$ cat src/rtl/clock_time_core_if.sv
// rtl/clock_time_core_if.sv - button inputs and BCD display outputs of the clock core
interface clock_time_core_if;
  logic       btn_mode;
  logic       btn_inc;
  logic [3:0] dig0;
  logic [3:0] dig1;
  logic [3:0] dig2;
  logic [3:0] dig3;
  logic       sec_pulse;
  logic [1:0] set_mode;

  modport master (
    output btn_mode, btn_inc,
    input  dig0, dig1, dig2, dig3, sec_pulse, set_mode
  );

  modport slave (
    input  btn_mode, btn_inc,
    output dig0, dig1, dig2, dig3, sec_pulse, set_mode
  );
endinterface

$ cat src/rtl/clock_time_core.sv
// rtl/clock_time_core.sv - 24h BCD clock with hour/minute set FSM feeding the 7-seg decoder
// Optional button counter filter enabled by DEBOUNCE_EN.
module clock_time_core #(
  parameter int unsigned TICKS_PER_SEC = 100000000,
  parameter int unsigned DEB_CYCLES    = 1000000
) (
  input  logic              clk,
  input  logic              reset,
  clock_time_core_if.slave  bus
);

  typedef enum logic [1:0] {
    RUN      = 2'b00,
    SET_HOUR = 2'b01,
    SET_MIN  = 2'b10
  } mode_e;

  localparam int unsigned PW = $clog2(TICKS_PER_SEC);
  localparam logic [PW-1:0] PRESC_LAST = PW'(TICKS_PER_SEC - 1);

  mode_e          mode_q;
  logic           sec_pulse_q;
  logic [PW-1:0]  presc_q, presc_d;
  logic [7:0]     sec_q, sec_d;
  logic [7:0]     min_q, min_d;
  logic [7:0]     hr_q, hr_d;

  // Bit 0 is the mode button, bit 1 the increment button.
  logic [1:0] btn_raw;
  logic [1:0] sync1_q, sync2_q, edge_q;
  logic [1:0] level;
  logic [1:0] press;
  logic       mode_ev, inc_ev;

  assign btn_raw = {bus.btn_inc, bus.btn_mode};

  always_ff @(posedge clk) begin
    if (reset) begin
      sync1_q <= '0;
      sync2_q <= '0;
      edge_q  <= '0;
    end else begin
      sync1_q <= btn_raw;
      sync2_q <= sync1_q;
      edge_q  <= level;
    end
  end

`ifdef DEBOUNCE_EN
  localparam int unsigned DW = $clog2(DEB_CYCLES + 1);

  logic [1:0]    filt_q;
  logic [DW-1:0] deb_cnt_q [2];

  // Level flips only after DEB_CYCLES consecutive disagreeing samples.
  always_ff @(posedge clk) begin
    for (int i = 0; i < 2; i++) begin
      if (reset) begin
        filt_q[i]    <= 1'b0;
        deb_cnt_q[i] <= '0;
      end else if (sync2_q[i] == filt_q[i]) begin
        deb_cnt_q[i] <= '0;
      end else if (deb_cnt_q[i] == DW'(DEB_CYCLES - 1)) begin
        filt_q[i]    <= sync2_q[i];
        deb_cnt_q[i] <= '0;
      end else begin
        deb_cnt_q[i] <= deb_cnt_q[i] + 1'b1;
      end
    end
  end

  assign level = filt_q;
`else
  logic unused_deb;
  assign unused_deb = ^DEB_CYCLES;
  assign level      = sync2_q;
`endif

  assign press   = level & ~edge_q;
  assign mode_ev = press[0];
  assign inc_ev  = press[1];

  function automatic logic [7:0] inc_mod60(input logic [7:0] v);
    if (v[3:0] < 4'd9)
      return {v[7:4], v[3:0] + 4'd1};
    else if (v[7:4] < 4'd5)
      return {v[7:4] + 4'd1, 4'd0};
    else
      return 8'h00;
  endfunction

  function automatic logic [7:0] inc_hour(input logic [7:0] v);
    if (v[7:4] >= 4'd2 && v[3:0] >= 4'd3)
      return 8'h00;
    else if (v[3:0] >= 4'd9)
      return {v[7:4] + 4'd1, 4'd0};
    else
      return {v[7:4], v[3:0] + 4'd1};
  endfunction

  logic sec_wrap;
  assign sec_wrap = (mode_q == RUN) && (presc_q == PRESC_LAST);

  always_comb begin
    presc_d = '0;
    sec_d   = sec_q;
    min_d   = min_q;
    hr_d    = hr_q;
    unique case (mode_q)
      RUN: begin
        presc_d = sec_wrap ? '0 : presc_q + 1'b1;
        if (sec_wrap) begin
          sec_d = inc_mod60(sec_q);
          if (sec_q == 8'h59) begin
            min_d = inc_mod60(min_q);
            if (min_q == 8'h59)
              hr_d = inc_hour(hr_q);
          end
        end
      end
      SET_HOUR: begin
        if (inc_ev && !mode_ev)
          hr_d = inc_hour(hr_q);
      end
      SET_MIN: begin
        // Returning to RUN restarts the current second from zero.
        if (mode_ev)
          sec_d = 8'h00;
        else if (inc_ev)
          min_d = inc_mod60(min_q);
      end
      default: ;
    endcase
  end

  always_ff @(posedge clk) begin
    if (reset) begin
      presc_q <= '0;
      sec_q   <= 8'h00;
      min_q   <= 8'h00;
      hr_q    <= 8'h00;
    end else begin
      presc_q <= presc_d;
      sec_q   <= sec_d;
      min_q   <= min_d;
      hr_q    <= hr_d;
    end
  end

  always_ff @(posedge clk) begin
    if (reset) begin
      mode_q      <= RUN;
      sec_pulse_q <= 1'b0;
    end else begin
      sec_pulse_q <= sec_wrap;
      unique case (mode_q)
        RUN:      if (mode_ev) mode_q <= SET_HOUR;
        SET_HOUR: if (mode_ev) mode_q <= SET_MIN;
        SET_MIN:  if (mode_ev) mode_q <= RUN;
        default:  mode_q <= RUN;
      endcase
    end
  end

  assign bus.dig0      = min_q[3:0];
  assign bus.dig1      = min_q[7:4];
  assign bus.dig2      = hr_q[3:0];
  assign bus.dig3      = hr_q[7:4];
  assign bus.sec_pulse = sec_pulse_q;
  assign bus.set_mode  = mode_q;

endmodule

$ cat src/flat_wrapper.sv
// flat-port wrapper written by rule: the top's interface ports become plain ports
module clock_time_core_flat 
#(
  parameter int unsigned TICKS_PER_SEC = 100000000,
  parameter int unsigned DEB_CYCLES    = 1000000
)
  (clk, reset, bus_btn_mode, bus_btn_inc, bus_dig0, bus_dig1, bus_dig2, bus_dig3, bus_sec_pulse, bus_set_mode);
  clock_time_core_if bus_i ();
  input  logic clk;
  input  logic reset;
  input wire logic [$bits(bus_i.btn_mode)-1:0] bus_btn_mode;
  input wire logic [$bits(bus_i.btn_inc)-1:0] bus_btn_inc;
  output wire logic [$bits(bus_i.dig0)-1:0] bus_dig0;
  output wire logic [$bits(bus_i.dig1)-1:0] bus_dig1;
  output wire logic [$bits(bus_i.dig2)-1:0] bus_dig2;
  output wire logic [$bits(bus_i.dig3)-1:0] bus_dig3;
  output wire logic [$bits(bus_i.sec_pulse)-1:0] bus_sec_pulse;
  output wire logic [$bits(bus_i.set_mode)-1:0] bus_set_mode;
  assign bus_i.btn_mode = bus_btn_mode;
  assign bus_i.btn_inc = bus_btn_inc;
  assign bus_dig0 = bus_i.dig0;
  assign bus_dig1 = bus_i.dig1;
  assign bus_dig2 = bus_i.dig2;
  assign bus_dig3 = bus_i.dig3;
  assign bus_sec_pulse = bus_i.sec_pulse;
  assign bus_set_mode = bus_i.set_mode;
  clock_time_core #(.TICKS_PER_SEC(TICKS_PER_SEC), .DEB_CYCLES(DEB_CYCLES)) u_core (.clk(clk), .reset(reset), .bus(bus_i));
endmodule
$ cat config.mk
export PLATFORM = sky130hd
export DESIGN_NAME = clock_time_core_flat
export DESIGN_NICKNAME = d
export VERILOG_FILES = /design/src/rtl/clock_time_core_if.sv /design/src/rtl/clock_time_core.sv /design/src/flat_wrapper.sv
export SDC_FILE = /design/constraint.sdc
export NUM_CORES = 1
export LEC_CHECK = 0
export ABC_AREA = 1
export BUFFER_PORTS_ARGS = -buffer_cell sky130_fd_sc_hd__buf_2
export CORE_MARGIN = 5
export CORE_UTILIZATION = 40
export CTS_CLUSTER_SIZE = 16
export DETAILED_ROUTE_END_ITERATION = 8
export PLACE_DENSITY_LB_ADDON = 0.2
export REMOVE_ABC_BUFFERS = 1
export SLEW_MARGIN = 30
export SYNTH_ARGS = -nofsm -noshare
export SYNTH_HDL_FRONTEND = slang
export SYNTH_SLANG_ARGS = --single-unit
$ cat constraint.sdc
create_clock -name clk -period 2.3 [get_ports clk]
set_input_delay 0.23 -clock clk [delete_from_list [all_inputs] [get_ports clk]]
set_output_delay 0.23 -clock clk [all_outputs]
set_load 0.005 [all_outputs]
==> impl_metrics.env <==
export IMPL_clockPowerShare_pct=45.3
export IMPL_layout_setup_ws_ns=0.4092
export IMPL_cp_max_fo=27
export IMPL_final_setup_viol_count=0
export IMPL_num_io_pins=23
export IMPL_synth_edf_count=0
export IMPL_max_cap_viol_count=0
export IMPL_cells_traversed_along_the_worst_timing_path="ha_1 > nand2_1 > nor2_4 > nand2_4 > nor2_2 > nand2_2 > nand3_2 > a211oi_1"
export IMPL_avgSynthCellArea_um2=6.770
export IMPL_detailed_place_hpwl_um=5182
export IMPL_yosys_area_share_adder_pct=6.536
export IMPL_fin_setup_tns_ns=0
export IMPL_final_antenna_diode_count=0
export IMPL_hp_class="in -> reg"
export IMPL_p_sw_mw=0.5149
export IMPL_h_tree_depth=3
export IMPL_final_cell_count_without_fillers=644
export IMPL_floorplan_initialDensity_pct=41.52
export IMPL_clock_skew_ns=0.01259
export IMPL_start_kind="flip-flop"
export IMPL_drive_above_1_share_pct=11.87
export IMPL_clock_pin_slew_reported_for_the_worst_setup_and_hold_paths_after_clock_tree_synthesis_ns=0.07
export IMPL_p_int_mw=1.642
export IMPL_min_period_over_period_pct=82.21
export IMPL_total_power_mw=2.157
export IMPL_cts_root_buffer_cell="clkbuf_8"
export IMPL_maxSlewHeadroom_pct=55.00
export IMPL_initial_antenna_violation_count=0
export IMPL_wl_per_cell_um=11.02
export IMPL_final_min_clock_period_ns=1.891
export IMPL_cts_resized=0
export IMPL_worst_endpoint_required_ns=2.54
export IMPL_most_frequent_cell_after_synthesis="nand2_1"
export IMPL_critPathMaxStageDelay_ns=0.46
export IMPL_placeableCoreArea_um2=8299
export IMPL_first_pass_iters=4
export IMPL_vias_per_cell=4.722
export IMPL_area_growth_pct=11.55
export IMPL_final_max_slew_viols=0
export IMPL_design_final_nets=556
export IMPL_post_synth_mux_area_share_pct=0
export IMPL_cts_max_path_buffers=2
export IMPL_post_synth_and_or_nand_nor_area_fraction_pct=39.25
export IMPL_grt_first_pass_wirelength_um=12480
export IMPL_slowest_stage="nand3_2"
export IMPL_place_gp_congestion=0.7965
export IMPL_fmax_ghz=0.5289
export IMPL_pwr_share_comb_pct=5.3
export IMPL_design_die_area_um2=10570
export IMPL_globalRouteOverflowTotal=0
export IMPL_globalRouteTotalUtil_pct=14.77
export IMPL_synth_warnings=0
export IMPL_dr_total_vias=3041
export IMPL_largest_net_degree_at_the_start_of_global_routing=28
export IMPL_preCtsSetupSlack_ns=0.4198
export IMPL_p_leak_nw=1.631
export IMPL_ys_top_cells_by_area="dfxtp_1 (35%), nand2_1 (13%), nor2_1 (10%)"
export IMPL_fraction_of_the_mapped_netlist_area_in_compound_gates_pct=5.846
export IMPL_synth_seq_cells=60
export IMPL_power_per_cell_area_nw_per_um2=561.2
export IMPL_die_y_um=102.8
export IMPL_grt_setup_unrepaired="no"
export IMPL_route_antenna_remaining_nets=0
export IMPL_post_synth_inst_count=509
export IMPL_worst_setup_path_end_kind="flip-flop"
export IMPL_synth_xor_area_share_pct=4.321
export IMPL_port_buffer_count=22
export IMPL_tritoncts_clock_tree="done"
export IMPL_synth_sequential_area_ratio_pct=34.86
export IMPL_postSynth_asyncResetShare_pct=0
export IMPL_yosys_top_cells_count="nand2_1 (116), nor2_1 (96), inv_1 (67)"
export IMPL_switching_share_of_total_power_pct=23.87
export IMPL_cts_buffers=9
export IMPL_place_detailed_instances=628
export IMPL_status="finished, final reports clean"
export IMPL_wirelength_um=7096
export IMPL_first_iter_violations=90
export IMPL_post_synth_num_cell_types=36
export IMPL_holdWs_ns=0.09317
export IMPL_tightest_pin_transition_ns=0.6689
export IMPL_vdd_drop_max_v=0.0003018
export IMPL_synthesis_area_um2=3446
export IMPL_top_area_cell_type_share_of_the_netlist_area_pct=34.86
export IMPL_power_sequential_fraction_pct=49.4
export IMPL_drc_errors=0
export IMPL_post_cts_repair_setup_buffers=0
export IMPL_die_width_um=102.8
export IMPL_grt_pass1_vias=2834
export IMPL_critical_path_class="reg -> reg"
export IMPL_ys_dominant_reg_cell="dfxtp_1"
export IMPL_std_cell_rows=33
export IMPL_worst_endpoint_arrival_ns=2.13
export IMPL_synth_largest_area_cell="dfxtp_1"
export IMPL_total_clock_sinks=60
export IMPL_worst_skew_pair_late_latency_ns=0.35
export IMPL_synth_top_family_by_area="simple AND/OR/NAND/NOR gates"
export IMPL_post_cts_hold_buffer_count=0
export IMPL_final_hold_viol_count=0
## sequential cells by signal (all words and copies together), names as in the netlist
register	count
u_core.bus.sec_pulse	1
u_core.min_q	8
u_core.sec_q	8
u_core.edge_q	2
u_core.sync1_q	2
u_core.level	2
u_core.hr_q	8
u_core.presc_q	27
u_core.bus.set_mode	2
## cell type report
| class | instances | area [um^2] |
|---|---|---|
| repair buffers | 23 | 117.6 |
| flip-flops and latches | 60 | 1201 |
| clock inverters | 4 | 47.55 |
| inverters | 70 | 262.8 |
| fillers | 860 | 4456 |
| clock buffers | 12 | 155.1 |
| multi-input cells | 370 | 1928 |
| well taps | 105 | 131.4 |
## metal layers
metal	GRT usage [%]	up-vias	wire length [um]
li1	-	1643	-
met1	19.57	1357	3658
met2	22.99	32	3071
met3	3.789	9	252
met4	5.976	0	114
met5	0	-	0
## power by group through the flow
stage | Combinational (mW) | Sequential (mW) | Clock [mW]
6_report | 0.115 | 1.07 | 0.977
5_1_grt | 0.132 | 1.07 | 1.06
4_1_cts | 0.116 | 1.07 | 1.01
3_5_place_dp | 0.115 | 1.09 | 0
3_3_place_gp | 0.114 | 1.09 | 0
2_1_floorplan | 0.0815 | 1.09 | 0
## placed cells by master (no fill, tap or decap), types with 2 or more instances in the layout
master / synthesis / layout
buf_2: 4 / 22
nor3_2: 2 / 2
nor2_4: 4 / 4
nand3_2: 3 / 3
xor2_1: 12 / 12
nand3b_1: 2 / 2
dfxtp_1: 60 / 60
inv_1: 67 / 67
nor2_1: 96 / 96
nor3_1: 14 / 14
nand3_1: 24 / 24
a31oi_1: 3 / 3
inv_2: 2 / 2
nand4_1: 12 / 12
ha_1: 18 / 18
clkinv_2: 0 / 2
nor4_1: 3 / 3
nand2_4: 2 / 2
nor2_2: 3 / 3
a21oi_1: 18 / 18
nand2_2: 6 / 6
and2_1: 3 / 3
o21ai_0: 11 / 11
o211ai_1: 2 / 2
clkbuf_8: 0 / 11
nand2_1: 116 / 116
xnor2_1: 5 / 5
nor3b_1: 3 / 3
or2_2: 3 / 3
## critical path, delay by kind of cell (launching register included)
family                   cells  cell delay, ns
flip-flops                   1            0.33
adder cells (fa/ha/maj)      1            0.21
AND/OR/NAND/NOR              6            0.90
AO/OA/AOI/OAI                1            0.33
## metrics by stage
stage          utilization [%]  cell area (um^2)
2_1_floorplan                -              3392
3_3_place_gp             43.87              3641
3_5_place_dp             43.87              3641
4_1_cts                  46.31              3844
5_1_grt                  46.31              3844
6_report                 46.31              3844
## final timing paths
path | startpoint | endpoint | slack [ns] | cells after the start
worst max-delay path | u_core.presc_q[0] | u_core.presc_q[14] | 0.41 | 8
worst min-delay path | bus_btn_mode | u_core.sync1_q[0] | 0.09 | 3
worst max register to register | u_core.presc_q[0] | u_core.presc_q[14] | 0.41 | 8
worst min register to register | u_core.sync1_q[1] | u_core.level[1] | 0.42 | 2
## logic make-up after synthesis
family / after synthesis
DFF: 60
AOI/OAI and AO/OA: 37
adders and majority gates: 18
and+or+nand+nor: 298
xor gates and xnor gates: 17
buffers and inverters: 79
No activity file was read; power rests on OpenSTA's default activity.
